[src/rtl/bch_pkg.sv]
// Shared constants and types for the BCH(15,7) t=2 encode/decode path over GF(16).
package bch_pkg;

    localparam int BCH_N        = 15;
    localparam int BCH_K        = 7;
    localparam int BCH_PARITY_W = 8;

    // Generator g(x) = x^8 + x^7 + x^6 + x^4 + 1, bit i = coefficient of x^i.
    localparam logic [8:0] BCH_GEN_POLY = 9'h1D1;

    // GF(16) field polynomial x^4 + x + 1, used by the decoder stages.
    localparam logic [4:0] GF16_PRIM_POLY = 5'h13;

    typedef enum logic [1:0] {
        IDLE  = 2'd0,
        SHIFT = 2'd1,
        DONE  = 2'd2
    } enc_state_t;

endpackage

[src/rtl/bch_encoder_if.sv]
// Request/response bundle between a codeword consumer and the BCH encoder.
// The start/finished pair is a level-held handshake: start stays high until
// finished is seen, then drops for at least one clock.
interface bch_encoder_if;
    import bch_pkg::*;

    logic                    start_encode;
    logic [BCH_K-1:0]        message;
    logic [BCH_N-1:0]        codeword_out;
    logic                    finished_encode;
    logic                    busy;

    modport master (
        output start_encode,
        output message,
        input  codeword_out,
        input  finished_encode,
        input  busy
    );

    modport slave (
        input  start_encode,
        input  message,
        output codeword_out,
        output finished_encode,
        output busy
    );

endinterface

[src/rtl/bch_parity_lfsr.sv]
// One step of the systematic-encoder division LFSR: folds a single message
// bit (MSB-first) into the running remainder of m(x)*x^8 mod g(x).
module bch_parity_lfsr
    import bch_pkg::*;
(
    input  logic [BCH_PARITY_W-1:0] rem_i,
    input  logic                    bit_i,
    output logic [BCH_PARITY_W-1:0] rem_o
);

    logic fb;

    // Feedback is the incoming bit plus the coefficient falling off x^7.
    always_comb begin
        fb    = bit_i ^ rem_i[BCH_PARITY_W-1];
        rem_o = {rem_i[BCH_PARITY_W-2:0], 1'b0}
              ^ (fb ? BCH_GEN_POLY[BCH_PARITY_W-1:0] : {BCH_PARITY_W{1'b0}});
    end

endmodule

[src/rtl/bch_encoder.sv]
// Bit-serial systematic BCH(15,7) encoder. Latches the message on the start
// edge, shifts it MSB-first through the parity LFSR for K clocks and presents
// {message, parity} until the requester drops start.
module bch_encoder
    import bch_pkg::*;
(
    input  logic          clk,
    input  logic          rst,
    bch_encoder_if.slave  enc
);

    localparam logic [2:0] LAST_CNT = 3'(BCH_K - 1);

    enc_state_t              state_q;
    logic [BCH_K-1:0]        msg_q;
    logic [BCH_PARITY_W-1:0] rem_q;
    logic [BCH_PARITY_W-1:0] rem_d;
    logic [2:0]              cnt_q;
    logic [BCH_N-1:0]        codeword_q;
    logic                    finished_q;
    logic                    busy_q;
    logic                    msg_bit;

    // Current message bit: coefficient of x^(K-1-cnt), highest power first.
    always_comb begin
        msg_bit = msg_q[LAST_CNT - cnt_q];
    end

    bch_parity_lfsr u_lfsr (
        .rem_i (rem_q),
        .bit_i (msg_bit),
        .rem_o (rem_d)
    );

    // Sequencing FSM; all outputs are registered so the handshake is glitch-free.
    always_ff @(posedge clk or posedge rst) begin
        if (rst) begin
            state_q    <= IDLE;
            msg_q      <= '0;
            rem_q      <= '0;
            cnt_q      <= '0;
            codeword_q <= '0;
            finished_q <= 1'b0;
            busy_q     <= 1'b0;
        end else begin
            case (state_q)
                IDLE: begin
                    if (enc.start_encode) begin
                        msg_q   <= enc.message;
                        rem_q   <= '0;
                        cnt_q   <= '0;
                        busy_q  <= 1'b1;
                        state_q <= SHIFT;
                    end
                end
                SHIFT: begin
                    if (!enc.start_encode) begin
                        // Abandoned request: partial remainder is never published.
                        busy_q  <= 1'b0;
                        state_q <= IDLE;
                    end else begin
                        rem_q <= rem_d;
                        cnt_q <= cnt_q + 3'd1;
                        if (cnt_q == LAST_CNT) begin
                            codeword_q <= {msg_q, rem_d};
                            finished_q <= 1'b1;
                            state_q    <= DONE;
                        end
                    end
                end
                DONE: begin
                    // codeword_q is left alone so the last result stays readable.
                    if (!enc.start_encode) begin
                        finished_q <= 1'b0;
                        busy_q     <= 1'b0;
                        state_q    <= IDLE;
                    end
                end
                default: begin
                    finished_q <= 1'b0;
                    busy_q     <= 1'b0;
                    state_q    <= IDLE;
                end
            endcase
        end
    end

    assign enc.codeword_out    = codeword_q;
    assign enc.finished_encode = finished_q;
    assign enc.busy            = busy_q;

endmodule

[src/flat_wrapper.sv]
// flat-port wrapper written by rule: the top's interface ports become plain ports
module bch_encoder_flat import bch_pkg::*;
  (clk, rst, enc_start_encode, enc_message, enc_codeword_out, enc_finished_encode, enc_busy);
  bch_encoder_if enc_i ();
  input  logic clk;
  input  logic rst;
  input wire logic [$bits(enc_i.start_encode)-1:0] enc_start_encode;
  input wire logic [$bits(enc_i.message)-1:0] enc_message;
  output wire logic [$bits(enc_i.codeword_out)-1:0] enc_codeword_out;
  output wire logic [$bits(enc_i.finished_encode)-1:0] enc_finished_encode;
  output wire logic [$bits(enc_i.busy)-1:0] enc_busy;
  assign enc_i.start_encode = enc_start_encode;
  assign enc_i.message = enc_message;
  assign enc_codeword_out = enc_i.codeword_out;
  assign enc_finished_encode = enc_i.finished_encode;
  assign enc_busy = enc_i.busy;
  bch_encoder u_core (.clk(clk), .rst(rst), .enc(enc_i));
endmodule
[config.mk]
export PLATFORM = sky130hd
export DESIGN_NAME = bch_encoder_flat
export DESIGN_NICKNAME = d
export VERILOG_FILES = /design/src/rtl/bch_pkg.sv /design/src/rtl/bch_encoder_if.sv /design/src/rtl/bch_parity_lfsr.sv /design/src/rtl/bch_encoder.sv /design/src/flat_wrapper.sv
export SDC_FILE = /design/constraint.sdc
export NUM_CORES = 1
export LEC_CHECK = 0
export ABC_AREA = 1
export CAP_MARGIN = 20
export CORE_MARGIN = 2
export CORE_UTILIZATION = 25
export DETAILED_ROUTE_END_ITERATION = 16
export PLACE_DENSITY = 0.43
export REMOVE_ABC_BUFFERS = 1
export SYNTH_ARGS = -nofsm -noshare
export SYNTH_HDL_FRONTEND = slang
export SYNTH_SLANG_ARGS = --single-unit
[constraint.sdc]
create_clock -name clk -period 1.66 [get_ports clk]
set_clock_uncertainty 0.05 [all_clocks]
set_input_delay 0.332 -clock clk [delete_from_list [all_inputs] [get_ports clk]]
set_output_delay 0.332 -clock clk [all_outputs]
set_load 0.1 [all_outputs]
# Word-level counts from Yosys, hierarchy flattened
# Index checks and enable logic that the tools add are counted.
# word_totals
output_inout_bits	17
mem_bits_rw	0
wordCells	51
in_bits	10
memories	0
latchBits	0
rom_bits	0
regBits	37
# op_classes
eq_ne	9
magnitude_cmp	1
n_mul	0
n_mux	20
n_shift	0
addsub	2
div_mod_pow	0
bitwise_logic	3
n_reduce_logical	9
# ops
operator	n
8-bit 2-to-1 mux	3
8-bit one-hot mux with 2 select lines	1
3-bit AND reduction	3
2-bit 2-to-1 mux	4
2-bit != test (second input constant)	4
8-bit XOR	1
3-bit 2-to-1 mux	2
2-bit one-hot mux with 3 select lines	1
3-bit one-hot mux with 2 select lines	1
1-bit 2-to-1 mux	5
3-bit by 4-bit less-than comparator with 1-bit output (second input constant)	1
2-bit AND reduction	2
4-bit AND reduction	1
3-bit by 1-bit adder with 3-bit output (second input constant)	1
1-bit binary-select mux with 3-bit select	1
3-bit == test (second input constant)	1
3-bit by 2-bit != test with 1-bit output (second input constant)	1
1-bit one-hot mux with 3 select lines	1
3-bit subtractor (first input constant)	1
2-bit by 1-bit == test with 1-bit output (second input constant)	1
2-bit == test (second input constant)	1
2-bit zero test	1
2-bit by 1-bit != test with 1-bit output (second input constant)	1
1-bit one-hot mux with 2 select lines	1
other kinds (4)	4

# Longest topological paths before layout
# depth
depth_word	8
depth_mapped	12
depth_no_buf	12

# Hierarchy
# From an unflattened synthesis, not the netlist that was laid out.
# hier_totals
cells_unflattened	219
area_unflattened_um2	1846.8
# by_module_without_submodules
module	instances	area_each_um2	cells_each
bch_encoder	1	1722.9	195
bch_parity_lfsr	1	123.9	24

# Worst setup path after synthesis
# OpenSTA, ideal clock, no wires.
# synth_path
kind	register -> register
start	register u_core.cnt_q[0]
end	register u_core.codeword_q[7] (netlist: u_core.enc.codeword_out[7])
t_arrival_ps	1491
required_ps	1490
setup_slack_ps	-1
setup_ps	120
path_stages_with_launch	12
cell_sequence	dfrtp_1 > inv_2 > ha_1 > nand2_1 > nor2_1 > nor2_2 > nand2_2 > nand3_4 > nand2_4 > nand2_2 > nand3_1 > nand2_1
# synth_via
elab_chain_len	6
word_cells_on_any_way	8
classes_between	add/sub: 1; eq/ne: 1; mux: 3; bitwise: 2; reduce/logical: 1
# synth_rtl
item	line_no	text
from (decl)	bch_encoder.sv:18	logic [2:0] cnt_q;
from (signal assigned)	bch_encoder.sv:63	cnt_q <= cnt_q + 3'd1;
3-bit subtractor	bch_encoder.sv:26	msg_bit = msg_q[LAST_CNT - cnt_q];
1-bit binary-select mux with 3-bit select	bch_encoder.sv:26	
1-bit 2-to-1 mux (not written as such)	bch_encoder.sv:26	
1-bit XOR	bch_parity_lfsr.sv:15	fb = bit_i ^ rem_i[BCH_PARITY_W-1];
8-bit 2-to-1 mux	bch_parity_lfsr.sv:17	^ (fb ? BCH_GEN_POLY[BCH_PARITY_W-1:0] : {BCH_PARITY_W{1'b0}});
8-bit XOR	bch_parity_lfsr.sv:17	
to (signal assigned)	bch_encoder.sv:65	codeword_q <= {msg_q, rem_d};
to (decl)	bch_encoder.sv:19	logic [BCH_N-1:0] codeword_q;
# Parallel ways exist; a longest one is shown, timed or not. The select of a mux whose other input is x is not followed.
# A chain may end at the register's enable or synchronous reset.

# Final worst setup path
# layout_path
start	register u_core.cnt_q[1]
end	register u_core.codeword_q[6] (netlist: u_core.enc.codeword_out[6])
# The elaborated chain is that of the path after synthesis.

==> out/metrics.yaml <==
run_status:
  status: "finished, final reports clean"
cells_and_area:
  areaGrowthSynthToFinish_pct: 48.3
  final_layout_size_suffix_gt1_share_pct: 40.7
  num_antenna_cells: 0
  ff_latch_area_um2: 926
  n_fill_cell: 743
  layout.cells.non_filler: 335
  fin_nets: 252
  multi_input_area_um2: 867
synth:
  synthArstFlopShare_pct: 100
  synth_top_family_by_area: "simple AND/OR/NAND/NOR gates"
  ys_seq_area_share_pct: 50.9
  synth.most_common_cell: "nand2_1"
  yosys.area_share.adder_pct: 4.81
  syn_area_per_cell_um2: 9.53
  synthCells: 191
  synthXorXnorAreaFrac_pct: 0
  synth-edff-count: 0
  yosys_warnings: 0
  ys_ff_latch: 37
  yosysUniqueCellTypes: 22
  synth_top_cell_area_share_pct: 50.9
  synth_ff_type: "dfrtp_1"
  syn_area_um2: 1820
  yosys-top-cells-count: "nand2_1 (50), dfrtp_1 (37), inv_1 (21), nand2_2 (13), nand3_1 (9)"
  yosys-mux-area-fraction_pct: 3.09
  synth.largest_area_cell: "dfrtp_1"
  synthTopCellsByArea: "dfrtp_1 (51%), nand2_1 (10%), ha_1 (4.8%)"
  synth_compound_area_share_pct: 8.93
  synth-simple-area-share_pct: 25.4
route:
  wirelength_um: 3770
  drt_pass1_iterations: 3
  vias: 1365
  drc_errors: 0
  drt-vias-per-instance: 4.07
  drtIter0Drc: 39
  routedWlPerCell_um: 11.2
  final_antenna_net_count: 0
worst_setup_path:
  cp.arrival_ns: 1.76
  endpoint_kind: "register"
  critPathRequiredTime_ns: 1.79
  crit_top_cell: "nand2_2"
  critical_path_buf_inv_count: 1
  crit_chain: "ha_4 > buf_6 > nand3_4 > nand2_2 > nand2_2 > nand3_4 > nand2_4 > nand2_2 > nand3_1 > nand2_1"
  crit_fanout: 4
  cp_slowest_cell: "dfrtp_1"
  cp_slowest_stage_delay_ns: 0.43
  crit_family: "simple AND/OR/NAND/NOR gates"
  start_kind: "register"
  worstSetupPathType: "register to register"
floorplan:
  io_pins: 27
  die_h_um: 89.3
  dieArea_um2: 7980
  die_w_um: 89.3
  num_rows: 31
  design.core.area_um2: 7140
  start_util_pct: 25.5
global_route:
  antenna_found_initial: 0
  grt_overflow: 0
  grt_pass1_wl_um: 6440
  grt_pass1_vias: 1340
  grtUsageTotal_pct: 10.5
  grt_max_degree: 38
sta:
  fin_crit_ns: 1.63
  slew_headroom_pct: 83.6
  hold_viol_final: 0
  slew_viol_final: 0
  rsz0062_at_grt: "yes"
  setup_tns_ns: 0
  clock.fmax_mhz: 613
  worst_pin_slew_ns: 0.245
  setup_viol: 0
  fin_crit_sh_pct: 98.3
worst_hold_path:
  hold_class: "primary input to asynchronous set/reset pin"
cts:
  clock_latency_ns: 0.28
  postCtsHoldBufs: 0
  path_clk_slew_ns: 0.07
  ctsLongestPathBuffers: 2
  root_buffer: "clkbuf_8"
  numCtsBuffers: 5
  htreeDepth: 2
  tritoncts: "done"
  cts.sinks: 37
job:
  cap_violations: 0
place:
  dpl.cell_count: 325
  io_buffers: 26
  gp_congestion: 0.778
  hpwl_um: 2710
-- through the flow --
stage	util [%]	cell area [um2]	setup slack, ns	hold slack, ns
after global placement	34.7	2470	0.00487	0.426
after global routing	37.8	2700	-0.0671	0.399
after detailed placement	34.7	2470	-0.00852	0.423
final	37.8	2700	0.0283	0.350
after floorplan	-	1790	-0.00102	0.399
after CTS	36.3	2590	0.0183	0.356
-- worst min-delay path, cell delays in order --
cell,delay [ns]
clkdlybuf4s50_1,0.40
inv_1,0.09
buf_12,0.23
-- worst paths after layout --
check	start	to	slack, ns	cells after the start
worst max-delay path	u_core.cnt_q[1]$_DFFE_PP0P_	u_core.enc.codeword_out[6]$_DFFE_PP0P_	0.03	10
worst min-delay path	rst	u_core.enc.codeword_out[3]$_DFFE_PP0P_	0.35	3
worst max register to register	u_core.cnt_q[1]$_DFFE_PP0P_	u_core.enc.codeword_out[6]$_DFFE_PP0P_	0.03	10
worst min register to register	u_core.rem_q[4]$_DFFE_PP0P_	u_core.rem_q[4]$_DFFE_PP0P_	0.44	2
max in group asynchronous	rst	u_core.rem_q[1]$_DFFE_PP0P_	1.02	3
min in group clk	u_core.rem_q[4]$_DFFE_PP0P_	u_core.rem_q[4]$_DFFE_PP0P_	0.44	2
-- layout by cell type, fill, tap and decap left out, types with 5 or more instances in the layout --
cell type / n
nor2_1: 5
nand2_4: 6
dfrtp_1: 37
clkdlybuf4s50_1: 9
inv_2: 7
nand3_2: 10
o22ai_1: 5
clkbuf_8: 7
inv_1: 19
nand2_1: 47
mux2_2: 5
nand2_2: 13
buf_4: 8
ha_1: 5
o21ai_2: 7
buf_12: 20
-- metal layers --
metal	vias to the layer above	part of all wire, %	global-route usage [%]
li1	691	-	-
met1	652	49	14.4
met2	18	47	16.1
met3	4	2.8	2.59
met4	0	1.2	3.66
met5	-	0	0
-- timing repair --
action / 4_1_cts / 5_1_grt
setup endpoints to repair: 5 / 8
buffers inserted: 0 / 2
pin swaps: 2 / 10
gates resized for setup: 2 / 23
-- logic make-up (layout without fill, tap and decap cells) --
family,after synthesis,after routing
AOI/OAI and AO/OA,24,24
muxes,5,5
adders and majority gates,7,7
and+or+nand+nor,89,89
buffers and inverters,29,74
DFF,37,37
-- final cells by class --
cell class                      instances  area share (%)
Sequential cell                        37            34.3
Multi-Input combinational cell        125            32.1
Timing Repair Buffer                   40            21.6
Tap cell                               99            4.59
Inverter                               26            3.61
Clock buffer                            7            3.57
Clock inverter                          1           0.185
-- state kept, by name, summed over array words and instances (netlist names) --
signal	flops
u_core.enc.codeword_out	15
u_core.rem_q	8
u_core.msg_q	7
u_core.cnt_q	3
u_core.state_q	2
u_core.enc.busy	1
u_core.enc.finished_encode	1
Power is not shown: default switching activity piles up to over one toggle a cycle in this logic, so the estimate is an artifact.
